### src/rtl/cla_seq_addsub_if.sv
// Operand/result handshake bundle for cla_seq_addsub.
// The master drives operands and out_ready; the slave (the adder) drives the result side.
interface cla_seq_addsub_if #(
    parameter int WIDTH = 16
);
    logic             in_valid;
    logic             in_ready;
    logic [WIDTH-1:0] a;
    logic [WIDTH-1:0] b;
    logic             cin;
    logic             sub;
    logic             out_valid;
    logic             out_ready;
    logic [WIDTH-1:0] sum;
    logic             cout;
    logic             ovf;
    logic             zero;
    logic             prop_all;

    modport master (
        output in_valid, a, b, cin, sub, out_ready,
        input  in_ready, out_valid, sum, cout, ovf, zero, prop_all
    );

    modport slave (
        input  in_valid, a, b, cin, sub, out_ready,
        output in_ready, out_valid, sum, cout, ovf, zero, prop_all
    );
endinterface

### src/rtl/cla_seq_addsub.sv
// Multi-cycle CLA add/sub, one CHUNK-bit lookahead group per clock; result valid NCHUNK edges after accept.
// Single operation in flight: in_ready only in IDLE, result held in DONE until out_ready.
module cla_seq_addsub #(
    parameter int WIDTH = 16,
    parameter int CHUNK = 4
) (
    input  logic              clk,
    input  logic              rst_n,
    cla_seq_addsub_if.slave   bus
);
    localparam int NCHUNK = WIDTH / CHUNK;
    localparam int IDXW   = (NCHUNK > 1) ? $clog2(NCHUNK) : 1;
    localparam logic [IDXW-1:0] LAST_IDX = IDXW'(NCHUNK - 1);

    generate
        if (CHUNK < 1 || WIDTH < CHUNK || (WIDTH % CHUNK) != 0) begin : g_bad_param
            $error("cla_seq_addsub: WIDTH must be a positive multiple of CHUNK");
        end
    endgenerate

    typedef enum logic [1:0] {S_IDLE, S_RUN, S_DONE} state_t;

    state_t            r_state;
    state_t            w_state_nxt;

    logic [WIDTH-1:0]  r_a;
    logic [WIDTH-1:0]  r_b;
    logic              r_carry;
    logic [IDXW-1:0]   r_idx;
    logic              r_prop;
    logic [WIDTH-1:0]  r_work;

    logic [WIDTH-1:0]  r_sum;
    logic              r_cout;
    logic              r_ovf;
    logic              r_zero;
    logic              r_prop_all;

    logic              w_accept;
    logic              w_last;
    logic [CHUNK-1:0]  w_p;
    logic [CHUNK-1:0]  w_g;
    logic [CHUNK:0]    w_c;
    logic [CHUNK-1:0]  w_s;
    logic              w_prop_nxt;
    logic [WIDTH-1:0]  w_work_nxt;

    assign w_accept = bus.in_valid && (r_state == S_IDLE);
    assign w_last   = (r_idx == LAST_IDX);

    // Operand registers shift right each RUN cycle, so the active group is always the low CHUNK bits.
    assign w_p = r_a[CHUNK-1:0] ^ r_b[CHUNK-1:0];
    assign w_g = r_a[CHUNK-1:0] & r_b[CHUNK-1:0];

    // Flattened sum-of-products lookahead: every carry is built directly from G/P and the group carry-in.
    always_comb begin
        logic acc;
        logic pp;
        acc = 1'b0;
        pp  = 1'b0;
        w_c = '0;
        w_c[0] = r_carry;
        for (int i = 0; i < CHUNK; i++) begin
            acc = w_g[i];
            pp  = w_p[i];
            for (int j = i - 1; j >= 0; j--) begin
                acc = acc | (pp & w_g[j]);
                pp  = pp & w_p[j];
            end
            w_c[i+1] = acc | (pp & r_carry);
        end
    end

    assign w_s        = w_p ^ w_c[CHUNK-1:0];
    assign w_prop_nxt = r_prop & (&w_p);
    // Result slices enter at the top and migrate down; after NCHUNK groups the first one sits at bit 0.
    assign w_work_nxt = (r_work >> CHUNK) | (WIDTH'(w_s) << (WIDTH - CHUNK));

    always_ff @(posedge clk or negedge rst_n) begin
        if (!rst_n) begin
            r_state <= S_IDLE;
        end else begin
            r_state <= w_state_nxt;
        end
    end

    always_comb begin
        w_state_nxt = r_state;
        case (r_state)
            S_IDLE:  if (w_accept) w_state_nxt = S_RUN;
            S_RUN:   if (w_last) w_state_nxt = S_DONE;
            S_DONE:  if (bus.out_ready) w_state_nxt = S_IDLE;
            default: w_state_nxt = S_IDLE;
        endcase
    end

    always_ff @(posedge clk or negedge rst_n) begin
        if (!rst_n) begin
            r_a        <= '0;
            r_b        <= '0;
            r_carry    <= 1'b0;
            r_idx      <= '0;
            r_prop     <= 1'b0;
            r_work     <= '0;
            r_sum      <= '0;
            r_cout     <= 1'b0;
            r_ovf      <= 1'b0;
            r_zero     <= 1'b0;
            r_prop_all <= 1'b0;
        end else if (w_accept) begin
            r_a     <= bus.a;
            r_b     <= bus.sub ? ~bus.b : bus.b;
            r_carry <= bus.sub ? 1'b1 : bus.cin;
            r_idx   <= '0;
            r_prop  <= 1'b1;
        end else if (r_state == S_RUN) begin
            r_a     <= r_a >> CHUNK;
            r_b     <= r_b >> CHUNK;
            r_carry <= w_c[CHUNK];
            r_prop  <= w_prop_nxt;
            r_work  <= w_work_nxt;
            if (w_last) begin
                r_sum      <= w_work_nxt;
                r_cout     <= w_c[CHUNK];
                r_ovf      <= w_c[CHUNK-1] ^ w_c[CHUNK];
                r_zero     <= (w_work_nxt == '0);
                r_prop_all <= w_prop_nxt;
            end else begin
                r_idx <= r_idx + 1'b1;
            end
        end
    end

    assign bus.in_ready  = (r_state == S_IDLE);
    assign bus.out_valid = (r_state == S_DONE);
    assign bus.sum       = r_sum;
    assign bus.cout      = r_cout;
    assign bus.ovf       = r_ovf;
    assign bus.zero      = r_zero;
    assign bus.prop_all  = r_prop_all;
endmodule
### src/flat_wrapper.sv
// flat-port wrapper written by rule: the top's interface ports become plain ports
module cla_seq_addsub_flat 
#(
    parameter int WIDTH = 16,
    parameter int CHUNK = 4
)
  (clk, rst_n, bus_in_valid, bus_a, bus_b, bus_cin, bus_sub, bus_out_ready, bus_in_ready, bus_out_valid, bus_sum, bus_cout, bus_ovf, bus_zero, bus_prop_all);
  cla_seq_addsub_if #(.WIDTH(WIDTH)) bus_i ();
  input  logic clk;
  input  logic rst_n;
  input wire logic [$bits(bus_i.in_valid)-1:0] bus_in_valid;
  input wire logic [$bits(bus_i.a)-1:0] bus_a;
  input wire logic [$bits(bus_i.b)-1:0] bus_b;
  input wire logic [$bits(bus_i.cin)-1:0] bus_cin;
  input wire logic [$bits(bus_i.sub)-1:0] bus_sub;
  input wire logic [$bits(bus_i.out_ready)-1:0] bus_out_ready;
  output wire logic [$bits(bus_i.in_ready)-1:0] bus_in_ready;
  output wire logic [$bits(bus_i.out_valid)-1:0] bus_out_valid;
  output wire logic [$bits(bus_i.sum)-1:0] bus_sum;
  output wire logic [$bits(bus_i.cout)-1:0] bus_cout;
  output wire logic [$bits(bus_i.ovf)-1:0] bus_ovf;
  output wire logic [$bits(bus_i.zero)-1:0] bus_zero;
  output wire logic [$bits(bus_i.prop_all)-1:0] bus_prop_all;
  assign bus_i.in_valid = bus_in_valid;
  assign bus_i.a = bus_a;
  assign bus_i.b = bus_b;
  assign bus_i.cin = bus_cin;
  assign bus_i.sub = bus_sub;
  assign bus_i.out_ready = bus_out_ready;
  assign bus_in_ready = bus_i.in_ready;
  assign bus_out_valid = bus_i.out_valid;
  assign bus_sum = bus_i.sum;
  assign bus_cout = bus_i.cout;
  assign bus_ovf = bus_i.ovf;
  assign bus_zero = bus_i.zero;
  assign bus_prop_all = bus_i.prop_all;
  cla_seq_addsub #(.WIDTH(WIDTH), .CHUNK(CHUNK)) u_core (.clk(clk), .rst_n(rst_n), .bus(bus_i));
endmodule
### config.mk
export PLATFORM = sky130hd
export DESIGN_NAME = cla_seq_addsub_flat
export DESIGN_NICKNAME = d
export VERILOG_FILES = /design/src/rtl/cla_seq_addsub_if.sv /design/src/rtl/cla_seq_addsub.sv /design/src/flat_wrapper.sv
export SDC_FILE = /design/constraint.sdc
export NUM_CORES = 1
export LEC_CHECK = 0
export CORE_ASPECT_RATIO = 0.8
export CORE_MARGIN = 2
export CORE_UTILIZATION = 51
export CTS_CLUSTER_SIZE = 16
export DETAILED_ROUTE_END_ITERATION = 6
export HOLD_SLACK_MARGIN = 0.08
export PLACE_DENSITY_LB_ADDON = 0.2
export SLEW_MARGIN = 10
export SYNTH_ARGS = -nofsm -noshare
export SYNTH_HDL_FRONTEND = slang
export SYNTH_SLANG_ARGS = --single-unit
### constraint.sdc
create_clock -name clk -period 2.27 [get_ports clk]
set_clock_uncertainty 0.1 [all_clocks]
set_input_delay 0.3405 -clock clk [delete_from_list [all_inputs] [get_ports clk]]
set_output_delay 0.3405 -clock clk [all_outputs]
set_load 0.005 [all_outputs]
After elaboration in Yosys (flattened, before gate mapping)
Index checks and enable logic that the tools add are counted.
{"block": "word_totals", "regBits": 74, "wordCells": 80}
{"block": "op_classes", "add_sub_neg": 1, "n_bitwise": 34, "n_reduce_logical": 9, "eq_ne": 7, "muxes": 17}
{"op": "16-bit two-way mux", "n": 5}
{"op": "1-bit bitwise AND", "n": 17}
{"op": "16-bit zero test", "n": 1}
{"op": "16-bit inverter", "n": 1}
{"op": "12-bit by 16-bit OR with 16-bit output", "n": 1}
{"op": "2-bit two-way mux", "n": 6}
{"op": "1-bit OR", "n": 10}
{"op": "4-bit bitwise XOR", "n": 2}
{"op": "2-bit by 1-bit inequality test with 1-bit output, second input constant", "n": 3}
{"op": "2-bit case mux with 3 select lines", "n": 1}
{"op": "3-bit AND reduction", "n": 2}
{"op": "1-bit two-way mux", "n": 5}
{"op": "4-bit bitwise AND", "n": 1}
{"op": "2-bit equality test, second input constant", "n": 2}
{"op": "2-bit AND reduction", "n": 2}
{"op": "4-bit AND reduction", "n": 1}
{"op": "2-bit by 1-bit adder with 2-bit output, second input constant", "n": 1}
{"op": "2-bit by 1-bit equality test with 1-bit output, second input constant", "n": 1}
{"op": "2-bit zero test", "n": 1}
{"op": "2-bit inequality test, second input constant", "n": 1}
{"op": "2-bit nonzero test", "n": 1}
{"op": "1-bit logical AND", "n": 1}
{"op": "1-bit inverter", "n": 1}
{"op": "1-bit bitwise XOR", "n": 1}

Depth between registers and ports, before layout
{"block": "logic_depth", "word_depth": 8, "ltp_mapped": 7, "ltp_nobuf": 5}

Least setup slack after synthesis
OpenSTA, ideal clock, no wires.
{"block": "synth_timing", "path_type": "register -> register", "start": "register u_core.r_b[0]", "end": "register u_core.r_zero, in the netlist u_core.bus.zero", "t_arrival_ns": 1.494, "n_path_buf": 0, "setup_slack_ns": 0.554, "stages_incl_launch_ff": 6, "setup_ns": 0.122, "required_time_ns": 2.048, "period_less_slack_ns": 1.716, "path_cell_list": "dfrtp_1 ha_1 a21o_1 a31o_2 xnor2_1 a32o_1"}
{"block": "synth_between", "elab_chain_cells": 7, "word_cells_on_any_way": 17, "classes_between": "bitwise: 16; reduce/logical: 1"}
{"element": "start: declaration", "line": "cla_seq_addsub.sv:27", "rtl": "logic [WIDTH-1:0] r_b;"}
{"element": "start signal: assignment", "line": "cla_seq_addsub.sv:112", "rtl": "r_b <= bus.sub ? ~bus.b : bus.b;"}
{"element": "start signal: assignment", "line": "cla_seq_addsub.sv:118", "rtl": "r_b <= r_b >> CHUNK;"}
{"element": "4-bit bitwise AND / 4-bit bitwise XOR (equally long branches)", "line": "cla_seq_addsub.sv:53, cla_seq_addsub.sv:52"}
{"element": "1-bit bitwise AND (on tied branches)", "line": "cla_seq_addsub.sv:67, cla_seq_addsub.sv:68"}
{"element": "1-bit OR / 1-bit bitwise AND (equally long branches)", "line": "cla_seq_addsub.sv:67, cla_seq_addsub.sv:70"}
{"element": "1-bit OR", "line": "cla_seq_addsub.sv:70", "rtl": "w_c[i+1] = acc | (pp & r_carry);"}
{"element": "4-bit bitwise XOR (*)", "line": "cla_seq_addsub.sv:74", "rtl": "assign w_s = w_p ^ w_c[CHUNK-1:0];"}
{"element": "12-bit by 16-bit OR with 16-bit output (*)", "line": "cla_seq_addsub.sv:77", "rtl": "assign w_work_nxt = (r_work >> CHUNK) | (WIDTH'(w_s) << (WIDTH - CHUNK));"}
{"element": "16-bit zero test (*)", "line": "cla_seq_addsub.sv:126", "rtl": "r_zero <= (w_work_nxt == '0);"}
{"element": "end signal: assignment", "line": "cla_seq_addsub.sv:126"}
{"element": "end: declaration", "line": "cla_seq_addsub.sv:36", "rtl": "logic r_zero;"}
Every way passes the cells marked *; elsewhere a longest branch is shown, timed or not.
A chain may end at the register's enable or synchronous reset.

Worst setup path in the final report
{"block": "layout_timing", "start": "register u_core.r_state[0]", "end": "register u_core.r_a[4]"}
{"block": "layout_between", "elab_chain_cells": 3, "word_cells_on_any_way": 5, "classes_between": "eq/ne: 1; mux: 1; reduce/logical: 3"}
{"element": "start: declaration", "line": "cla_seq_addsub.sv:23", "rtl": "state_t r_state;"}
{"element": "start signal: assignment", "line": "cla_seq_addsub.sv:83", "rtl": "r_state <= w_state_nxt;"}
{"element": "2-bit zero test", "line": "cla_seq_addsub.sv:48", "rtl": "assign w_accept = bus.in_valid && (r_state == S_IDLE);"}
{"element": "1-bit logical AND", "line": "cla_seq_addsub.sv:48"}
{"element": "16-bit two-way mux / 2-bit nonzero test (equally long branches)"}
{"element": "end signal: assignment", "line": "cla_seq_addsub.sv:111", "rtl": "r_a <= bus.a;"}
{"element": "end signal: assignment", "line": "cla_seq_addsub.sv:117", "rtl": "r_a <= r_a >> CHUNK;"}
{"element": "end: declaration", "line": "cla_seq_addsub.sv:26", "rtl": "logic [WIDTH-1:0] r_a;"}
Several ways; a longest one is shown, not always the timed one.

==> results.tsv <==
metric	value	unit
worstHoldStart	u_core.bus.sum[15]	
cts_tree	yes	
pin_count	60	
final_area	0.00398	mm^2
netlist_area	0.00309	mm^2
met1_length	2.98	mm
grt_start_max_net_pins	71	
cts_buffer_depth	2	
ys_warn_count	0	
cp-start-kind	register	
port_buffers	59	
ys_seq_area_share	56.6	%
drt-total-wl	6.24	mm
met2_length	2.86	mm
post_cts_buffers	0	
slew_viol_final	0	
final.fill_count	487	
arrival	2.17	ns
synth_cells	292	
finalSetupViolCount	0	
ys_seq_elements	70	
grt_pass1_wl	10.9	mm
cts_buffers	9	
peakVddDrop	0.820	mV
hold_class	reg -> reg	
detail_route.wl_per_cell	14.2	um
first_iter_violations	200	
hold_violations	0	
layout.nets	398	
drt_first_pass_iters	4	
start_util	52.6	%
p_per_area	1350	mW/mm^2
synth.avg_cell_area	10.6	um^2
worstSetupEndpointType	register	
gp_congestion	0.820	
fin_crit	2.00	ns
clkSinkCount	70	
power.total	0.00536	W
antenna_cells	0	
crit_start	u_core.r_state[0]	
clk_latency	0.34	ns
die_w	91.1	um
layout_common_cells	nand2_1, dfrtp_1, clkdlybuf4s50_1	
rr_startpoint	u_core.r_state[0]	
synth_nets	336	
via_per_inst	5.23	
gr-usage-all-layers	21.1	%
cp_max_fo	15	
p_leak	1.80	nW
maxCapViolCount	0	
htreeDepth	3	
cts_root_buf	clkbuf_8	
slew_headroom	34.7	%
setup_ws	0.274	ns
ys_types	31	
finalCritPeriodShare	87.9	%
drive_above_1_share	11.7	%
clk_pin_slew	0.07	ns
ant_nets	0	
hpwlAfterDp	4.30	mm
post-place-ws	-0.0279	ns
rows	25	
dieArea	0.00671	mm^2
criticalPathCategory	reg -> reg	
rsz0062_at_grt	false	
antenna_found_initial	0	
worst_pin_slew	0.976	ns
core	0.00588	mm^2
cts_resized	0	
status	complete, no violations	
cts_hold_buf	1	
remaining_drc_errors	0	
num_vias	2299	
fp.dieH	73.7	um
place_area	0.00377	mm^2
met3WireLength	310	um
syn_to_final_growth	28.5	%
fmax	0.501	GHz
grt_pass1_vias	2261	
highest_layer	met4	
grt-ovfl-total	0	
critPathRequiredTime	2.44	ns
stage by stage:
stage                     hold slack, ns  util [%]  TNS (ns)  instances
after floorplan                  -0.0551         -         0        292
after global placement             0.291      64.2         0        423
after detailed placement           0.292      64.2    -0.123        423
after CTS                          0.382      67.6         0        440
after global routing               0.409      67.6         0        440
final                              0.379      67.6         0        440
layout make-up:
class                      instances  area, um^2  share of cell area [%]
multi-input combinational        200        1240                    31.2
sequential                        70        1750                    44.1
tap                               81         101                    2.55
timing repair buffer              69         676                    17.0
clock inverter                     6        62.6                    1.57
inverter                           4        15.0                   0.378
clock buffer                      10         128                    3.21
cells in the mapped netlist:
cell | number | area share [%]
nor4_1 | 2 | 0.40
and3_1 | 1 | 0.20
ha_1 | 5 | 2.0
mux2i_1 | 1 | 0.32
a32o_1 | 1 | 0.32
nor4b_2 | 1 | 0.49
mux2_2 | 12 | 4.4
nand3_1 | 6 | 0.97
a21oi_1 | 4 | 0.65
a221o_1 | 13 | 4.2
buf_2 | 7 | 1.1
xnor2_1 | 18 | 5.1
clkbuf_1 | 9 | 1.1
inv_1 | 4 | 0.49
o211ai_1 | 1 | 0.24
o21ai_0 | 23 | 3.7
nor3_1 | 1 | 0.16
nand2b_1 | 2 | 0.40
nand2_1 | 70 | 8.5
nor3b_4 | 1 | 0.61
xor2_1 | 2 | 0.57
buf_4 | 1 | 0.24
a22oi_1 | 11 | 2.7
nand2_2 | 1 | 0.20
fa_1 | 1 | 0.65
a21o_1 | 2 | 0.49
dfrtp_1 | 70 | 57
a31o_2 | 1 | 0.28
buf_6 | 1 | 0.36
nor2b_1 | 1 | 0.20
nor2_1 | 19 | 2.3
critical path, cell delays in order (launching register included):
cell and delay (ns):
dfrtp_1 0.44, nor2b_2 0.21, nor2_1 0.75, buf_4 0.31
nand2_1 0.07, nand2_1 0.06
per-layer routing:
layer | up-vias | global-route usage [%]
met5 | - | 0
met2 | 60 | 31.3
met1 | 1111 | 30.3
met4 | 0 | 7.41
met3 | 8 | 5.85
li1 | 1120 | -
sequential cells by signal, summed over array words and instances (netlist names):
signal,flops
u_core.r_state,2
u_core.r_work,12
u_core.bus.prop_all,1
u_core.r_b,16
u_core.bus.sum,16
u_core.bus.ovf,1
u_core.bus.zero,1
u_core.bus.cout,1
u_core.r_a,16
u_core.r_prop,1
u_core.r_idx,2
u_core.r_carry,1
final timing paths:
check	to	slack [ns]	depth (start not counted)
worst max-delay path	u_core.r_a[4]	0.27	5
worst min-delay path	u_core.bus.sum[15]	0.38	2
worst max register to register	u_core.r_a[4]	0.27	5
worst min register to register	u_core.bus.sum[15]	0.38	2
max in group asynchronous	u_core.r_work[5]	1.32	3
min in group asynchronous	u_core.r_b[14]	0.46	3
logic make-up after synthesis:
kind of cell             Yosys count  synth area share (%)
flip-flops                        70                  56.6
adder cells (fa/ha/maj)            6                  2.67
buffers and inverters             22                  3.32
XOR/XNOR                          20                  5.66
multiplexers                      13                  4.69
AO/OA/AOI/OAI                     56                  12.6
AND/OR/NAND/NOR                  105                  14.4
report_power, final:
part,switching (W),internal [W]
Combinational,0.00115,0.00110
Clock,0.000449,0.000503
Sequential,0.000357,0.00180
Note: power is estimated with default switching activity, not from simulation.
